**config.mk**
```make
export PLATFORM = sky130hd
export DESIGN_NAME = prog_loader
export DESIGN_NICKNAME = d
export VERILOG_FILES = /design/src/rtl/prog_loader.sv
export SDC_FILE = /design/constraint.sdc
export NUM_CORES = 1
export LEC_CHECK = 0
export CAP_MARGIN = 20
export CORE_MARGIN = 3
export CORE_UTILIZATION = 50
export DETAILED_ROUTE_END_ITERATION = 6
export PLACE_DENSITY = 0.7
export SETUP_SLACK_MARGIN = 0.05
export SLEW_MARGIN = 30
export SYNTH_ARGS = -nofsm -noshare
export SYNTH_HDL_FRONTEND = slang
export SYNTH_SLANG_ARGS = --single-unit
```
**constraint.sdc**
```tcl
create_clock -name clk -period 2.8 [get_ports clk]
set_input_delay 0.7 -clock clk [delete_from_list [all_inputs] [get_ports clk]]
set_output_delay 0.7 -clock clk [all_outputs]
set_load 0.1 [all_outputs]
```
**src/rtl/prog_loader.sv**
```systemverilog
// ---------------------------------------------------------------------------
// prog_loader
//
// Purpose:
//    Receives a framed program image over a byte-serial link and writes it into
//    a 16x8 register program memory. The CPU fetches from this memory
//    combinationally. Frame layout:
//       0xA5, L, L data bytes, checksum (8-bit sum of the data bytes)
//    A good frame ends in DONE, where the CPU may run. A bad length or a bad
//    checksum ends in ERROR. A rising edge on load_en starts a new load. Taking
//    load_en low while a frame is in progress aborts the load.
//
// Ports:
//    clk        - rising-edge clock for all state
//    rst        - synchronous active-high reset (also clears the memory)
//    load_en    - load request; rise starts a load, low level aborts one
//    byte_in    - serial program byte
//    byte_valid - byte_in carries a byte this cycle
//    byte_ready - loader accepts a byte this cycle (Moore)
//    rd_addr    - CPU fetch address
//    rd_instr   - program word at rd_addr (combinational)
//    cpu_run    - program image valid, CPU may execute
//    load_err   - last load failed
//    prog_len   - word count of the last successful load
// ---------------------------------------------------------------------------
module prog_loader (
   input  logic       clk,
   input  logic       rst,
   input  logic       load_en,
   input  logic [7:0] byte_in,
   input  logic       byte_valid,
   output logic       byte_ready,
   input  logic [3:0] rd_addr,
   output logic [7:0] rd_instr,
   output logic       cpu_run,
   output logic       load_err,
   output logic [4:0] prog_len
);

   localparam logic [7:0] HeaderByte = 8'hA5;
   localparam logic [7:0] MaxLen     = 8'd16;

   typedef enum logic [2:0] {
      IDLE,
      HDR,
      LEN,
      DATA,
      CSUM,
      DONE,
      ERROR
   } state_e;

   state_e     state_q, state_d;
   logic       loadEn_q;
   logic [4:0] cnt_q, cnt_d;
   logic [7:0] sum_q, sum_d;
   logic [4:0] len_q, len_d;
   logic [4:0] progLen_q, progLen_d;
   logic [7:0] mem_q [16];

   logic       loadRise;
   logic       xfer;
   logic       lenLegal;
   logic       lastData;
   logic       memWe;
   logic [3:0] memWAddr;
   logic [7:0] memWData;

   // A byte moves only when both sides agree. Because byte_ready is Moore,
   // xfer depends on the current state and the two inputs only.
   assign loadRise = load_en & ~loadEn_q;
   assign xfer     = byte_valid & byte_ready;
   assign lenLegal = (byte_in != 8'd0) && (byte_in <= MaxLen);
   assign lastData = (cnt_q == (len_q - 5'd1));

   // State register plus the load_en history used for rise detection.
   always_ff @(posedge clk) begin
      if (rst) begin
         state_q  <= IDLE;
         loadEn_q <= 1'b0;
      end else begin
         state_q  <= state_d;
         loadEn_q <= load_en;
      end
   end

   // Next-state logic. In the four receiving states a low load_en wins over
   // any byte that is offered on the same edge. DONE and ERROR ignore a low
   // load_en, so the result stays visible until the next load request.
   always_comb begin
      state_d = state_q;
      case (state_q)
         IDLE: begin
            if (loadRise) state_d = HDR;
         end
         HDR: begin
            if (!load_en)                          state_d = IDLE;
            else if (xfer && byte_in == HeaderByte) state_d = LEN;
         end
         LEN: begin
            if (!load_en)  state_d = IDLE;
            else if (xfer) state_d = lenLegal ? DATA : ERROR;
         end
         DATA: begin
            if (!load_en)              state_d = IDLE;
            else if (xfer && lastData) state_d = CSUM;
         end
         CSUM: begin
            if (!load_en)  state_d = IDLE;
            else if (xfer) state_d = (byte_in == sum_q) ? DONE : ERROR;
         end
         DONE, ERROR: begin
            if (loadRise) state_d = HDR;
         end
         default: state_d = IDLE;
      endcase
   end

   // Moore outputs decoded from the current state only.
   always_comb begin
      byte_ready = 1'b0;
      cpu_run    = 1'b0;
      load_err   = 1'b0;
      case (state_q)
         HDR, LEN, DATA, CSUM: byte_ready = 1'b1;
         DONE:                 cpu_run    = 1'b1;
         ERROR:                load_err   = 1'b1;
         default: ;
      endcase
   end

   // Datapath next-state: length latch, word counter, running checksum,
   // committed length and the single memory write port. Every update is
   // gated by load_en so that an abort on the same edge writes nothing.
   // cnt never passes 15 while a write can occur, because DATA is left on
   // the transfer where cnt equals L-1.
   always_comb begin
      cnt_d     = cnt_q;
      sum_d     = sum_q;
      len_d     = len_q;
      progLen_d = progLen_q;
      memWe     = 1'b0;
      memWAddr  = cnt_q[3:0];
      memWData  = byte_in;
      if (xfer && load_en) begin
         case (state_q)
            LEN: begin
               if (lenLegal) begin
                  len_d = byte_in[4:0];
                  cnt_d = 5'd0;
                  sum_d = 8'd0;
               end
            end
            DATA: begin
               memWe = 1'b1;
               cnt_d = cnt_q + 5'd1;
               sum_d = sum_q + byte_in;
            end
            CSUM: begin
               if (byte_in == sum_q) progLen_d = len_q;
            end
            default: ;
         endcase
      end
   end

   // Datapath registers and program memory. Reset clears every word, while
   // a new load does not: words past the new length keep their old contents.
   always_ff @(posedge clk) begin
      if (rst) begin
         cnt_q     <= 5'd0;
         sum_q     <= 8'd0;
         len_q     <= 5'd0;
         progLen_q <= 5'd0;
         for (int i = 0; i < 16; i++) begin
            mem_q[i] <= 8'h00;
         end
      end else begin
         cnt_q     <= cnt_d;
         sum_q     <= sum_d;
         len_q     <= len_d;
         progLen_q <= progLen_d;
         if (memWe) begin
            mem_q[memWAddr] <= memWData;
         end
      end
   end

   // CPU fetch port: a plain combinational read of the register file.
   assign rd_instr = mem_q[rd_addr];
   assign prog_len = progLen_q;

endmodule

```
Word level (Yosys, flattened, before mapping)
Memory sizes are Yosys's and may differ from the RTL's.
Cells that the tools add are included.
{ "op_classes": {"addsub": 3, "magnitude_cmp": 1, "eq_ne": 15, "muxes": 29, "bitwise": 3, "reduce_logical": 14} }
{ "op_table": {"columns": ["operator", "count"], "rows": [
  ["$mux 3", 10],
  ["$mux 8", 2],
  ["$pmux 8 s2", 1],
  ["$pmux 3 s5", 1],
  ["$ne 3x3->1 const B", 4],
  ["$mux 1", 11],
  ["$pmux 5 s2", 1],
  ["$eq 3x3->1 const B", 3],
  ["$reduce_and 3->1", 3],
  ["$add 8x8->8", 1],
  ["$eq 8x8->1", 1],
  ["$eq 8x8->1 const B", 1],
  ["$le 8x5->1 const B", 1],
  ["$reduce_bool 8->1", 1],
  ["$reduce_or 8->1", 1],
  ["$eq 3x2->1 const B", 2],
  ["$add 5x1->5 const B", 1],
  ["$eq 5x5->1", 1],
  ["$mux 5", 1],
  ["$reduce_and 5->1", 1],
  ["$sub 5x1->5 const B", 1],
  ["$logic_and 1x1->1", 4],
  ["$mux 4", 1],
  ["$reduce_or 4->1", 1],
  ["9 further kinds", 10]
]} }
{ "totals": {"regBits": 27, "ramBits": 128, "in_bits": 16, "out_inout_bits": 16, "elab_cells": 72, "mem_count": 1} }
{ "memory_table": {"columns": ["memory", "words", "word_bits", "rd", "rd_clocked_by_memory_dff", "wr", "line", "source"], "rows": [
  ["mem_q", 16, 8, 1, 0, 16, "59", "logic [7:0] mem_q [16];"]
]} }

Logic depth before layout (Yosys ltp)
Gate-level depths: netlist (run 1).
{ "depth": {"word_depth": 11, "mapped_depth": 7, "depth_no_buf": 7} }

Least setup slack after synthesis (run 1)
OpenSTA, ideal clock, no wires.
{ "synth_timing": {"path_type": "reg2out", "start": "reg state_q[0]", "end": "out cpu_run", "arrival_time_ns": 2.897, "required_ns": 2.100, "setup_slack_ns": -0.797, "path_stages_with_launch": 3, "path_buffers": 1, "path_cell_list": "dfxtp_1 -> clkbuf_1 -> nor3b_1"} }
{ "synth_between": {"elab_chain_len": 2} }
{ "synth_rtl": {"columns": ["element", "line", "source"], "rows": [
  ["start, declared", "53", "state_e state_q, state_d;"],
  ["start signal, assigned", "82", "state_q <= state_d;"],
  ["$eq 3x3->1", "124", "case (state_q)"],
  ["$mux 1", "124", null],
  ["end, declared", "35", "output logic cpu_run,"]
]} }
Every way passes these cells.

Worst setup path in the final report (run 1)
{ "layout_timing": {"start": "in rd_addr[0]", "end": "out rd_instr[5]"} }
{ "layout_between": {"elab_chain_len": 1} }
{ "layout_rtl": {"columns": ["element", "line", "source"], "rows": [
  ["start, declared", "33", "input logic [3:0] rd_addr,"],
  ["$mem_v2 16x8", null, null],
  ["end, declared", "34", "output logic [7:0] rd_instr,"]
]} }
Every way passes these cells.

==> results of run 1 <==
## critical path: stages
cell and delay [ns]:
buf_16 0.13, buf_12 0.15, mux4_2 0.54, mux4_2 0.53
buf_12 0.19
## cell usage after synthesis (2+ instances only)
cell	n	area share, %
xnor2_1	6	0.68
mux4_2	40	12
o21a_1	2	0.19
mux2i_1	11	1.4
o211ai_1	3	0.29
buf_2	6	0.39
o31ai_1	2	0.19
a21oi_1	15	0.96
nor3_2	5	0.64
or2_2	16	1.3
nor3b_1	3	0.29
nor3_1	3	0.19
ha_1	12	1.9
inv_1	7	0.34
nor2_1	27	1.3
and4_1	2	0.23
nand3b_1	3	0.29
o21bai_1	2	0.19
a21o_1	2	0.19
or3_1	3	0.24
nor4_1	2	0.16
dfxtp_1	27	6.9
buf_1	3	0.14
o21ai_0	4	0.26
buf_4	3	0.29
nand2b_1	3	0.24
nand3_1	10	0.64
a211oi_1	3	0.29
nor2b_1	6	0.48
mux2_4	2	0.39
clkbuf_1	30	1.4
nand4_1	3	0.24
edfxtp_1	128	49
and3_1	10	0.80
a22oi_1	2	0.19
nand2_1	16	0.77
and2_1	129	10
xor2_1	9	1.0
## through the flow
step                      hold WS [ns]  util, %
final                            0.457     63.3
after global routing             0.471     63.3
after CTS                        0.459     63.1
after detailed placement         0.450     58.2
after global placement           0.443     58.2
after floorplan                  0.436        -
## what timing repair did
item,CTS,global route
pin swaps,0,1
gates resized for setup,14,2
cloned,4,1
setup endpoints to repair,8,13
## final cells by class
cell class / instances / area share [%]
Tap cell: 184 / 2.45
Timing Repair Buffer: 85 / 10.4
Inverter: 7 / 0.279
Clock buffer: 17 / 4.52
Multi-Input combinational cell: 378 / 34.0
Sequential cell: 155 / 46.6
Clock inverter: 13 / 1.78
## metal layers
layer  track usage [%]  vias up  routed length, µm  part of all wire [%]
met4              9.01        0                563                   3.0
met2              36.9      168               9130                    49
met1              30.6     2443               7770                    42
met3              5.24       31               1100                   5.9
li1                  -     2270                  -                     -
met5                 0        -                  0                     0
## final timing paths
kind / start / to / slack (ns)
worst max-delay path: rd_addr[0] / rd_instr[5] / -0.16
worst min-delay path: sum_q[2] / sum_q[2] / 0.46
worst max register to register: sum_q[1] / prog_len[3] / 0.59
worst min register to register: sum_q[2] / sum_q[2] / 0.46
## flip-flops by register name, summed over array words and instances, names as in the netlist
| name | flops |
|---|---|
| len_q | 5 |
| state_q | 3 |
| cnt_q | 5 |
| sum_q | 8 |
| loadEn_q | 1 |
| mem_q | 128 |
| prog_len | 5 |
## cell families after synthesis
logic type               share of synthesized area [%]
AO/OA/AOI/OAI                                     4.26
adder cells (fa/ha/maj)                           2.19
flip-flops                                        56.3
XOR/XNOR                                          1.69
multiplexers                                      13.4
AND/OR/NAND/NOR                                   19.3
buffers and inverters                             2.81
## where the power goes
| part | internal, µW | switching [µW] | total (µW) |
|---|---|---|---|
| clock | 1400 | 931 | 2330 |
| combinational | 447 | 614 | 1060 |
| sequential | 2590 | 63.9 | 2650 |
| total | 4430 | 1610 | 6040 |
==> results_dict.tcl, run 1 <==
set metrics [dict create \
    synth_warnings 0 \
    die_height_um 131 \
    vias_per_cell 5.85 \
    outcome "finished, violations left" \
    areaGrowthSynthToFinish_pct 21.0 \
    dp.cells 804 \
    ant_nets 0 \
    holdBufCountCts 0 \
    critPathLaunchType "input port" \
    fill_cells 1089 \
    layout.nets 673 \
    reg2reg_depth 7 \
    gp_congestion 0.892 \
    drt_first_pass_iters 5 \
    dieArea_um2 17100 \
    cp.required_ns 2.10 \
    place_ws_ns -0.423 \
    drive_above_1_share_pct 26.7 \
    cp.arrival_ns 2.26 \
    drt-initial-drc-count 415 \
    cap_violations 0 \
    violations "setup timing" \
    globalRoute.totalOverflow 0 \
    clock_latency_ns 0.42 \
    cp_max_fo 6 \
    mostFrequentLayoutCell "and2_1" \
    grt_pass1_wl_um 28500 \
    worstSetupPathType "input port to output pin" \
    final_area_um2 9420 \
    grt_pass1_vias 5044 \
    post_drt_wl_per_cell_um 22.1 \
    setup_viol 8 \
    instances_no_fill 839 \
    rsz0062_at_grt "yes" \
    grt.total_usage_pct 23.0 \
    fin_crit_sh_pct 106 \
    root_buffer "clkbuf_16" \
    coreArea_um2 14900 \
    start_util_pct 52.3 \
    seqCellArea_um2 4380 \
    syn_inst 584 \
    dieWidth_um 131 \
    post_dp_cell_area_um2 8660 \
    p_leak_uw 0.00360 \
    fin_ws_ns -0.160 \
    synth_edf_count 128 \
    drv_slew 0 \
    htree_num_levels 4 \
    skew_ns 0.00815 \
    multiInputGateArea_um2 3200 \
    synth_area_um2 7780 \
    synth.avg_cell_area_um2 13.3 \
    drt-total-wl_um 18600 \
    cts_buffer_depth 2 \
    synth_ff_type "edfxtp_1" \
    cts_setup_buffers 0 \
    slew_headroom_pct 54.3 \
    ios 32 \
    period_needed_ns 2.96 \
    worst_setup_path_end_kind "output pin" \
    report.power.total_uw 6040 \
    synth_cell_types 62 \
    vias 4912 \
    post-route-drc-count 0 \
    antenna_found_initial 0 \
    hold_violations 0 \
    grt_max_degree 41 \
    ys_async_sr_fraction_pct 0 \
    worstMarginPinSlew_ns 0.676 \
    cts.clk_slew.worst_paths_ns 0.06 \
    fin_tns_setup_ns -0.961 \
    port_buffers 31 \
    syn_nets 613 \
    hp-class "flip-flop to flip-flop" \
    power_density_nw_per_um2 642 \
    ys_ff_latch 155 \
    cts_tree "done" \
    layout_common_cells "and2_1, edfxtp_1, buf_4, mux4_2" \
    irDropWorstVdd_mv 1.09 \
    max_clock_freq_mhz 338 \
    ys_seq_area_share_pct 56.3 \
    row_count 44 \
    cts.sink_count 155 \
    whs_path_depth 2 \
    diodes 0 \
    place_hpwl_um 12500 \
    cts_buffers 17 \
]
Note: power is estimated with default switching activity, not from simulation.
==> inputs of run 2 (changes only) <==
SLEW_MARGIN = 10   (was 30)
==> results of run 2 <==
Same layout as run 1: the final DEF is identical, and so are final timing and power.
==> inputs of run 3 (changes only) <==
CORE_ASPECT_RATIO = 0.7   (was unset)
==> run 3 against run 2 <==
Effect of this change: critical endpoint is now rd_instr[0]; highest routed layer unchanged; critical path type unchanged; global-route usage increased by 1.1 points; the flow still finishes with violations (setup timing); sequential cell count unchanged; combinational power decreased by 4%; final cell count increased by 0.83%; sequential power increased by 2%; total power decreased by 2.5%; cell area decreased by 0.78%; via count increased by 2.3%.
==> results_dict.tcl, run 3 (same netlist as run 1, synthesis figures left out) <==
set metrics [dict create \
    outcome "finished, violations left" \
    violations "setup timing" \
    grtUsageMet1_pct 36.4 \
    dieWidth_um 155 \
    fin_tns_setup_ns -0.881 \
    ant_nets 0 \
    critPathLaunchType "input port" \
    cts.clk_slew.worst_paths_ns 0.07 \
    cp.arrival_ns 2.23 \
    vias_per_cell 5.94 \
    skew_ns 0.00798 \
    areaGrowthSynthToFinish_pct 20.1 \
    cts.sink_count 155 \
    fin_ws_ns -0.134 \
    power_density_nw_per_um2 630 \
    layout_common_cells "and2_1, edfxtp_1, buf_4, mux4_2" \
    hold_violations 0 \
    diodes 0 \
    worst_setup_path_end_kind "output pin" \
    grt.total_usage_pct 24.0 \
    use_met2_pct 34.5 \
    mostFrequentLayoutCell "and2_1" \
    largest_reg_flops 128 \
    post-route-util_pct 62.5 \
    p_leak_uw 0.00355 \
    post-route-drc-count 0 \
    globalRoute.totalOverflow 0 \
    holdPathEnd "sum_q[4]" \
    whs_path_depth 2 \
    place_hpwl_um 13300 \
    ios 32 \
    cts_buffers 17 \
    die_height_um 110 \
    clock_latency_ns 0.42 \
    top_regs "mem_q x128, sum_q x8" \
    grt_max_degree 41 \
    htree_num_levels 4 \
    post_drt_wl_per_cell_um 22.7 \
    layout.nets 667 \
    slew_headroom_pct 49.4 \
    regMostFlops "mem_q" \
    drt-total-wl_um 19200 \
    row_count 37 \
    r2r-end "mem_q[9][3]" \
    root_buffer "clkbuf_16" \
    drv_slew 0 \
    max_clock_freq_mhz 341 \
    r2r_slack_ns 0.57 \
    holdBufCountCts 0 \
    cts_tree "done" \
    fin_crit_sh_pct 105 \
    hp-start "sum_q[4]" \
    cap_violations 0 \
    irDropWorstVdd_mv 0.397 \
    post_dp_cell_area_um2 8610 \
    use_met3_pct 6.55 \
    drt-initial-drc-count 532 \
    period_needed_ns 2.93 \
    cts_buffer_depth 2 \
    worstMarginPinSlew_ns 0.749 \
    final_area_um2 9340 \
    antenna_found_initial 0 \
    grt_pass1_vias 4975 \
    cp.required_ns 2.10 \
    port_buffers 31 \
    worstSetupPathType "input port to output pin" \
    place_ws_ns -0.418 \
    drt_first_pass_iters 7 \
    cp_max_fo 8 \
    hp-class "flip-flop to flip-flop" \
    top_usage_layer "met1" \
    rsz0062_at_grt "yes" \
    reg2reg_depth 5 \
    start_util_pct 52.0 \
    coreArea_um2 15000 \
    setup_viol 8 \
    drive_above_1_share_pct 26.4 \
    reg2reg_from "state_q[0]" \
    gp_congestion 0.952 \
    grt_pass1_wl_um 30200 \
    dieArea_um2 17100 \
    vias 5026 \
]
## run 3: cell types whose count changed in the layout (fill, tap and decap cells not counted), sizes merged
cell	previous run	this run
buf	71	65
bufbuf	0	1
bufinv	3	0
clkbuf	18	17
clkinvlp	2	3
inv	11	15
## run 3: worst max-delay path, cell delays in order
cell and delay (ns):
buf_12 0.13, buf_12 0.14, mux4_2 0.53, mux4_2 0.53, buf_12 0.19
## run 3: per-layer routing
layer	share of wire (%)	vias to the layer above	routed length (µm)
li1	-	2264	-
met1	46	2468	8850
met2	44	268	8380
met3	9.0	26	1740
met4	1.4	0	269
met5	0	-	0
## run 3: final cells by class
class	count	area, µm²
Fill cell	1080	5610
Sequential cell	155	4380
Multi-Input combinational cell	378	3210
Timing Repair Buffer	79	918
Clock buffer	17	425
Tap cell	195	244
Clock inverter	15	130
Inverter	7	26.3
## run 3: power breakdown
group | total [µW] | switching (µW) | leakage, µW | internal, µW
clock | 2190 | 1020 | 0.000265 | 1170
combinational | 1020 | 581 | 0.00179 | 435
sequential | 2690 | 100 | 0.00149 | 2590
## run 3: stage by stage
stage                     total power [µW]  hold WS (ns)  cells
after global placement                3690         0.444    809
after detailed placement              3700         0.452    809
after CTS                             5890         0.462    846
after floorplan                       3370         0.436    584
after global routing                  6060         0.486    846
final                                 5890         0.460    846
## run 3: worst max path at each step
stage,start,endpoint,slack (ns),cells past startpoint
final,rd_addr[0],rd_instr[0],-0.13,5
after global routing,rd_addr[0],rd_instr[1],-0.15,5
after CTS,rd_addr[0],rd_instr[4],-0.12,5
after floorplan,rd_addr[0],rd_instr[0],-0.1,4
after global placement,rd_addr[1],rd_instr[1],-0.40,5
after detailed placement,rd_addr[1],rd_instr[4],-0.42,5
## run 3: timing repair
action                                  4_1_cts  5_1_grt
hold endpoints to repair                      0        0
gates resized for setup                      14        3
cloned                                        5        0
pin swaps                                     0        1
endpoints found under the setup margin        8       13
buffers inserted                              0        0
